--- config.mk ---
export PLATFORM = sky130hd
export DESIGN_NAME = mdu
export DESIGN_NICKNAME = d
export VERILOG_FILES = /design/src/rtl/mdu.sv
export SDC_FILE = /design/constraint.sdc
export NUM_CORES = 1
export LEC_CHECK = 0
export BUFFER_PORTS_ARGS = -buffer_cell sky130_fd_sc_hd__clkbuf_2
export CORE_MARGIN = 2
export CORE_UTILIZATION = 59
export DETAILED_ROUTE_END_ITERATION = 12
export PLACE_DENSITY = 0.8
export SLEW_MARGIN = 20
export SYNTH_ARGS = -nofsm -noshare
export SYNTH_HDL_FRONTEND = slang
export SYNTH_SLANG_ARGS = --single-unit
--- constraint.sdc ---
create_clock -name clk -period 4.6 [get_ports clk]
set_input_delay 0.92 -clock clk [delete_from_list [all_inputs] [get_ports clk]]
set_output_delay 0.92 -clock clk [all_outputs]
set_load 0.01 [all_outputs]
--- src/rtl/mdu.sv ---
// Iterative multiply/divide unit owning HI/LO: shift-add multiply and restoring
// divide, one bit per clock, with sign fix-up and a one-cycle done pulse.
module mdu #(
   parameter int WIDTH = 32
) (
   input  logic             clk,
   input  logic             rst_n,
   input  logic             start,
   input  logic [1:0]       op,
   input  logic [WIDTH-1:0] rs_val,
   input  logic [WIDTH-1:0] rt_val,
   input  logic             mthi,
   input  logic             mtlo,
   input  logic [WIDTH-1:0] wdata,
   output logic             busy,
   output logic             done,
   output logic [WIDTH-1:0] hi,
   output logic [WIDTH-1:0] lo
);

   typedef enum logic [1:0] {
      S_IDLE = 2'd0,
      S_ITER = 2'd1,
      S_FIX  = 2'd2
   } state_t;

   function automatic logic [31:0] neg32(input logic [31:0] v);
      return (~v) + 32'd1;
   endfunction

   function automatic logic [63:0] neg64(input logic [63:0] v);
      return (~v) + 64'd1;
   endfunction

   state_t      state_q, state_d;
   logic [5:0]  cnt_q, cnt_d;
   logic        div_q, div_d;
   logic        neg_res_q, neg_res_d;
   logic        neg_rem_q, neg_rem_d;
   logic [63:0] acc_q, acc_d;
   logic [31:0] b_q, b_d;
   logic        busy_q, busy_d;
   logic        done_q, done_d;
   logic [31:0] hi_q, hi_d;
   logic [31:0] lo_q, lo_d;

   logic        signed_s;
   logic [31:0] a_abs_s, b_abs_s;
   logic [32:0] mul_sum_s;
   logic [32:0] div_shift_s, div_diff_s;
   logic [63:0] prod_s;
   logic [31:0] quot_s, rem_s;

   assign signed_s = ~op[0];
   assign a_abs_s  = (signed_s && rs_val[31]) ? neg32(rs_val) : rs_val;
   assign b_abs_s  = (signed_s && rt_val[31]) ? neg32(rt_val) : rt_val;

   // Multiply: acc = {partial product, remaining multiplier bits}
   assign mul_sum_s   = {1'b0, acc_q[63:32]} + (acc_q[0] ? {1'b0, b_q} : 33'd0);
   // Divide: acc = {partial remainder, dividend bits shifting into quotient}
   assign div_shift_s = {acc_q[63:32], acc_q[31]};
   assign div_diff_s  = div_shift_s - {1'b0, b_q};

   assign prod_s = neg_res_q ? neg64(acc_q) : acc_q;
   assign quot_s = neg_res_q ? neg32(acc_q[31:0]) : acc_q[31:0];
   assign rem_s  = neg_rem_q ? neg32(acc_q[63:32]) : acc_q[63:32];

   // Next-state, datapath and HI/LO update logic
   always_comb begin
      state_d   = state_q;
      cnt_d     = cnt_q;
      div_d     = div_q;
      neg_res_d = neg_res_q;
      neg_rem_d = neg_rem_q;
      acc_d     = acc_q;
      b_d       = b_q;
      busy_d    = busy_q;
      done_d    = 1'b0;
      hi_d      = hi_q;
      lo_d      = lo_q;
      case (state_q)
         S_IDLE: begin
            if (start) begin
               div_d     = op[1];
               neg_res_d = signed_s & (rs_val[31] ^ rt_val[31]);
               neg_rem_d = signed_s & rs_val[31];
               if (op[1]) begin
                  acc_d = {32'd0, a_abs_s};
                  b_d   = b_abs_s;
               end else begin
                  acc_d = {32'd0, b_abs_s};
                  b_d   = a_abs_s;
               end
               cnt_d   = 6'd0;
               busy_d  = 1'b1;
               state_d = S_ITER;
            end else begin
               if (mthi) begin
                  hi_d = wdata;
               end else begin
                  hi_d = hi_q;
               end
               if (mtlo) begin
                  lo_d = wdata;
               end else begin
                  lo_d = lo_q;
               end
            end
         end
         S_ITER: begin
            if (div_q) begin
               if (!div_diff_s[32]) begin
                  acc_d = {div_diff_s[31:0], acc_q[30:0], 1'b1};
               end else begin
                  acc_d = {div_shift_s[31:0], acc_q[30:0], 1'b0};
               end
            end else begin
               acc_d = {mul_sum_s, acc_q[31:1]};
            end
            cnt_d = cnt_q + 6'd1;
            if (cnt_q == 6'd31) begin
               state_d = S_FIX;
            end else begin
               state_d = S_ITER;
            end
         end
         S_FIX: begin
            if (div_q) begin
               // Divide by zero leaves the dividend in the remainder; only LO needs forcing
               lo_d = (b_q == 32'd0) ? 32'hFFFF_FFFF : quot_s;
               hi_d = rem_s;
            end else begin
               hi_d = prod_s[63:32];
               lo_d = prod_s[31:0];
            end
            done_d  = 1'b1;
            busy_d  = 1'b0;
            state_d = S_IDLE;
         end
         default: begin
            busy_d  = 1'b0;
            state_d = S_IDLE;
         end
      endcase
   end

   // State and output registers
   always_ff @(posedge clk or negedge rst_n) begin
      if (!rst_n) begin
         state_q   <= S_IDLE;
         cnt_q     <= 6'd0;
         div_q     <= 1'b0;
         neg_res_q <= 1'b0;
         neg_rem_q <= 1'b0;
         acc_q     <= 64'd0;
         b_q       <= 32'd0;
         busy_q    <= 1'b0;
         done_q    <= 1'b0;
         hi_q      <= 32'd0;
         lo_q      <= 32'd0;
      end else begin
         state_q   <= state_d;
         cnt_q     <= cnt_d;
         div_q     <= div_d;
         neg_res_q <= neg_res_d;
         neg_rem_q <= neg_rem_d;
         acc_q     <= acc_d;
         b_q       <= b_d;
         busy_q    <= busy_d;
         done_q    <= done_d;
         hi_q      <= hi_d;
         lo_q      <= lo_d;
      end
   end

   assign busy = busy_q;
   assign done = done_q;
   assign hi   = hi_q;
   assign lo   = lo_q;

endmodule

==> impl_metrics.toml, run 1 <==
[clock_tree]
clkSlewWorstSetupHoldPaths_ns = 0.09
htree_num_levels = 4
cts.repair.resized = 0
clock_sink_count = 173
cts_hold_buf = 0
clock-root-buffer = "clkbuf_16"
max-clock-path-buffers = 2
clock_latency_ns = 0.46
cts_setup_buffers = 0
tritoncts = "yes"
tritoncts.num_buffers = 17

[worst_setup_path]
timing.rr.end = "acc_q[56]"
worst_path_dominant_cell_family = "compound AO/OA/AOI/OAI gates"
start_kind = "flop"
worst_r2r_startpoint = "acc_q[0]"
worst-r2r-cell-count = 13
timing.critical_path.cells = "inv_1, buf_4, nor2_1, ha_1, a21oi_1, o21ai_0, a21o_1, a221oi_1, nor2_1, a31o_2, xnor2_1, o21ai_0, a32o_1"
endpoint_kind = "flop"
crit_required_ns = 4.95
critPathBufInv = 2
worst_path_max_delay_cell = "a221oi_1"
critPathMaxStageDelay_ns = 0.96
worstPathArrival_ns = 4.49
setup.reg_to_reg.worst_slack_ns = 0.46
worstSetupPathType = "reg -> reg"
critPathMaxFanout = 21

[finish]
finalNonFillerCells = 2293
design.final.nets = 2124
area_growth_pct = 11.0
layout.area.seq_sq_mm = 0.00433
final_common_cell = "nand2_1"
multi_input_logic_area_sq_mm = 0.00990
diodes = 0
post-route-cell-area_sq_mm = 0.0165
fillerInstances = 2235
final_cell_mix = "nand2_1 (183), a21oi_1 (177), dfrtp_1 (172)"
layout-drive-gt1-share_pct = 13.2
final_util_pct = 66.2

[die]
placeableCoreArea_sq_mm = 0.0250
row_count = 58
floorplan.die.width_microns = 163
design.portCount = 169
initial_core_util_pct = 59.7
fp.dieArea_sq_mm = 0.0265
die_height_microns = 163

[power]
power.static_leakage_nw = 7.20
ir_worst_vdd_mv = 0.342
power-per-cell-area_mw_per_mm2 = 688

[routing]
post_drt_wl_per_cell_microns = 21.5
vias = 14698
routed_via_density = 6.41
route.final.wire_length_microns = 49300
drt_iter0_markers = 1667
drt_first_pass_iters = 7
remaining_drc_errors = 0
antenna_left = 0

[placed_design]
hpwl_microns = 37700
buffer_ports.inserted = 168
routabilityCongestion = 0.976
detailed_place.area_sq_mm = 0.0159
placed_cells = 2260
dpl_worst_slack_ns = 0.609

[global_routing]
grt_usage_pct = 37.0
via_count_of_the_first_global_routing_pass = 13635
first_pass_grt_wire_length_microns = 76100
overflow = 0
maximum_number_of_pins_on_one_net_before_global_route_repair = 109
antenna_found_initial = 0

[timing]
finalHoldViolations = 0
layout_setup_ws_ns = 0.462
skew_ns = 0.0167
max_freq_mhz = 242
unrepaired_setup_endpoints_after_global_routing = "no"
timing.max_slew.rel_slack_pct = 23.6
slew_violations = 0
period_minus_slack_ns = 4.14
final_period_utilization_pct = 90.0
setup_total_negative_slack_ns = 0
final-setup-viol-count = 0
worst-slew-pin-transition_ns = 1.15

[synthesis]
mappedNetlistNets = 2033
postSynth.asyncResetShare_pct = 100
avgSynthCellArea_sq_um = 8.01
synth-seq-area-share_pct = 29.1
synth-main-ff-cell = "dfrtp_1"
yosysWarnings = 0
post_synth_inst_count = 1859
ys_ff_latch = 173
syn-cell-area_sq_mm = 0.0149
synth_edf_count = 0
synth.distinct_cells = 83

[worst_hold_path]
worstHoldEndpoint = "lo[27]"
hold_path_class = "reg -> reg"
holdCritStartpoint = "lo[27]"
min_path_cells = 2

[run]
timing.max_cap.violations = 0

[run_status]
run_status = "finished, final reports clean"
flip-flops by register name, summed over array words and instances (netlist names):
signal / count
b_q: 32
neg_res_q: 1
done: 1
lo: 32
acc_q: 64
hi: 32
state_q: 2
div_q: 1
busy: 1
cnt_q: 6
neg_rem_q: 1
worst register-to-register path, cell delays in order, from the launching register on:
cell	delay [ns]
dfrtp_1	0.45
inv_1	0.33
buf_4	0.36
nor2_1	0.12
ha_1	0.36
a21oi_1	0.24
o21ai_0	0.13
a21o_1	0.19
a221oi_1	0.96
nor2_1	0.12
a31o_2	0.29
xnor2_1	0.12
o21ai_0	0.09
a32o_1	0.28
stage by stage:
step / total power [W] / hold WS, ns
6_report: 0.0114 / 0.482
5_1_grt: 0.0122 / 0.510
4_1_cts: 0.0112 / 0.487
3_5_place_dp: 0.00958 / 0.470
3_3_place_gp: 0.00949 / 0.462
2_1_floorplan: 0.00786 / 0.455
worst max path at each step:
stage                end      from  depth (start not counted)  slack, ns
2_1_floorplan  acc_q[56]  acc_q[0]                         14       1.24
3_3_place_gp   acc_q[61]  acc_q[0]                         14       0.73
3_5_place_dp   acc_q[56]  acc_q[0]                         14       0.61
4_1_cts        acc_q[61]  acc_q[0]                         14       0.60
5_1_grt        acc_q[56]  acc_q[0]                         13       0.19
6_report       acc_q[56]  acc_q[0]                         13       0.46
report_power, final:
part / switching [W] / internal (W)
Sequential: 0.000938 / 0.00206
Clock: 0.000758 / 0.000865
Combinational: 0.00388 / 0.00287
Total: 0.00557 / 0.00580
cell usage after synthesis, types with 19 or more instances:
master / n / area (sq um)
nor2b_1: 22 / 138
ha_1: 69 / 863
nor3_1: 33 / 165
o22ai_1: 20 / 125
mux2i_1: 80 / 801
inv_1: 63 / 236
dfrtp_1: 173 / 4330
o21a_1: 19 / 143
xnor2_1: 94 / 823
o211ai_1: 20 / 150
nand2b_1: 19 / 119
o31ai_1: 20 / 150
a21o_1: 40 / 300
a211oi_1: 61 / 458
nand2_1: 184 / 691
a21oi_1: 177 / 886
nor4_1: 26 / 163
clkbuf_1: 95 / 357
nor2_1: 165 / 619
xor2_1: 79 / 692
o21ai_0: 161 / 806
area by class of cell:
type	count	area share (%)
clock inverters	14	1.28
multi-input cells	1507	59.9
well taps	330	2.50
inverters	64	1.45
flip-flops and latches	173	26.2
clock buffers	18	2.66
repair buffers	187	6.06
per-layer routing:
metal	vias up	GRT usage [%]	wire length, microns	part of all wire [%]
met5	-	0	0	0
met4	0	13.4	1740	3.5
met3	83	6.77	4200	8.5
met2	676	57.6	21800	44
met1	7007	51.7	21600	44
li1	6932	-	-	-
cells by family (layout without fill, tap and decap cells):
family / count (synthesis) / in the layout / share of synthesized area [%]
simple gates: 545 / 545 / 17.5
compound gates: 636 / 636 / 26.9
fa+ha+maj: 71 / 71 / 6.06
flops: 173 / 173 / 29.1
mux: 82 / 82 / 5.55
xor+xnor: 173 / 173 / 10.2
buf+inv: 179 / 283 / 4.76
(Power assumes the default switching activity.)
==> run 2: changes to the inputs <==
- BUFFER_PORTS_ARGS: -buffer_cell sky130_fd_sc_hd__clkbuf_2 -> -buffer_cell sky130_fd_sc_hd__buf_2
==> run 2 against run 1 <==
First-iteration DRC count up 11%. Sequential share of layout area about the same. Global-route usage up 0.38 points. Clock skew up 0.0022 ns. Worst hold slack worse by 0.041 ns. Non-clock buffer count up 1. Count of clock-buffer cells in the layout down 1. Routed wire length up 0.98%. Register-to-register slack better by 0.21 ns. Sequential power about the same. Critical path type unchanged. Largest power group unchanged.
==> impl_metrics.toml, run 2 (synthesis results as in run 1) <==
[run_status]
run_status = "finished, final reports clean"

[die]
fp.dieArea_sq_mm = 0.0265
row_count = 58
initial_core_util_pct = 59.7
design.portCount = 169
die_height_microns = 163
floorplan.die.width_microns = 163
placeableCoreArea_sq_mm = 0.0250

[finish]
finalNonFillerCells = 2294
largest_reg_flops = 64
final_cell_mix = "nand2_1 (183), a21oi_1 (177), dfrtp_1 (172)"
layout-drive-gt1-share_pct = 13.3
diodes = 0
design.final.nets = 2125
final_common_cell = "nand2_1"
top_register = "acc_q"
area_growth_pct = 11.0

[worst_setup_path]
crit_required_ns = 4.89
worst_r2r_startpoint = "acc_q[0]"
worst-r2r-cell-count = 14
worstPathArrival_ns = 4.22
critPathBufInv = 2
start_kind = "flop"
timing.critical_path.cells = "inv_1, buf_4, nor2_1, ha_1, nand2_1, nor2_1, o2111ai_1, a211o_1, a21oi_1, a32o_1, a21boi_0, o21ai_0, xnor2_1, o221ai_1"
critPathMaxStageDelay_ns = 0.46
worst_path_max_delay_cell = "dfrtp_1"
path_common_cell = "nor2_1"
endpoint_kind = "flop"
setup.reg_to_reg.worst_slack_ns = 0.67
timing.rr.end = "acc_q[61]"
worst_path_dominant_cell_family = "compound AO/OA/AOI/OAI gates"
critPathMaxFanout = 20
worstSetupPathType = "reg -> reg"

[timing]
finalHoldViolations = 0
skew_ns = 0.0189
final-setup-viol-count = 0
final_period_utilization_pct = 85.4
unrepaired_setup_endpoints_after_global_routing = "no"
slew_violations = 0
worst-slew-pin-transition_ns = 1.06
timing.max_slew.rel_slack_pct = 29.5
holdWs_ns = 0.441
layout_setup_ws_ns = 0.672
max_freq_mhz = 255
period_minus_slack_ns = 3.93
setup_total_negative_slack_ns = 0

[power]
net_switching_power_w = 0.00583
p_int_w = 0.00575
power_w = 0.0116
share_seq_of_total_power_pct = 26.0
power.static_leakage_nw = 7.17
power-per-cell-area_mw_per_mm2 = 700
comb_power_share_pct = 60.5
ir_worst_vdd_mv = 0.373
switching_share_pct = 50.3
clock_power_share_pct = 13.5

[worst_hold_path]
hold_path_class = "in -> async"

[placed_design]
hpwl_microns = 38400
dpl_worst_slack_ns = 0.795
buffer_ports.inserted = 168
routabilityCongestion = 1.00
placed_cells = 2261

[routing]
routed_via_density = 6.53
remaining_drc_errors = 0
drt_iter0_markers = 1847
route.final.wire_length_microns = 49800
post_drt_wl_per_cell_microns = 21.7
drt_first_pass_iters = 6
antenna_left = 0
vias = 14972

[global_routing]
first_pass_grt_wire_length_microns = 76900
antenna_found_initial = 0
maximum_number_of_pins_on_one_net_before_global_route_repair = 108
via_count_of_the_first_global_routing_pass = 13691
grt_usage_pct = 37.4
overflow = 0

[clock_tree]
clkSlewWorstSetupHoldPaths_ns = 0.09
max-clock-path-buffers = 2
cts.repair.resized = 0
htree_num_levels = 4
clock-root-buffer = "clkbuf_16"
cts_setup_buffers = 0
tritoncts = "yes"
clock_latency_ns = 0.46
cts_hold_buf = 0
tritoncts.num_buffers = 17
clock_sink_count = 173

[run]
timing.max_cap.violations = 0
==> run 2: changes by cell type in the layout (fill, tap and decap cells not counted) <==
cell and delta:
buf_12 +1, clkinv_8 +4, clkbuf_2 -166, inv_8 -3, inv_12 -1, nor2_4 -1
clkbuf_8 -1, buf_2 +166, bufinv_16 -1, nor2_1 -1, nor2_2 +2, clkinvlp_4 +1
clkinv_4 +1
==> run 2: worst max path at each step <==
stage	depth (start not counted)	from	endpoint	slack [ns]
after floorplan	14	acc_q[0]	acc_q[56]	1.24
after global placement	13	acc_q[31]	acc_q[32]	0.92
after detailed placement	13	acc_q[31]	acc_q[32]	0.79
after CTS	13	acc_q[31]	acc_q[32]	0.77
after global routing	14	acc_q[0]	acc_q[61]	0.35
final	14	acc_q[0]	acc_q[61]	0.67
==> run 2: area by class of cell <==
cell class                      count  area (sq um)
Timing Repair Buffer              188          1020
Sequential cell                   173          4330
Clock buffer                       17           425
Clock inverter                     15           213
Inverter                           64           240
Multi-Input combinational cell   1507          9900
Fill cell                        2201          8420
Tap cell                          330           413
==> run 2: power by group through the flow <==
stage / Combinational [W] / Sequential [W] / Clock (W)
floorplan: 0.00525 / 0.00260 / 0
global placement: 0.00673 / 0.00295 / 0
detailed placement: 0.00680 / 0.00298 / 0
CTS: 0.00684 / 0.00295 / 0.00156
global route: 0.00767 / 0.00307 / 0.00163
finish: 0.00700 / 0.00301 / 0.00156
==> run 2: routing by layer <==
metal	global-route usage, %	share of wire (%)
met1	52.5	42
met2	56.9	43
met3	6.54	10
met4	15.9	4.4
met5	0	0
==> run 2: metrics by stage <==
step	cell area (sq um)	util, %
finish	16500	66.3
global route	16500	66.3
floorplan	14900	-
global placement	15900	63.6
CTS	16500	66.2
detailed placement	15900	63.6
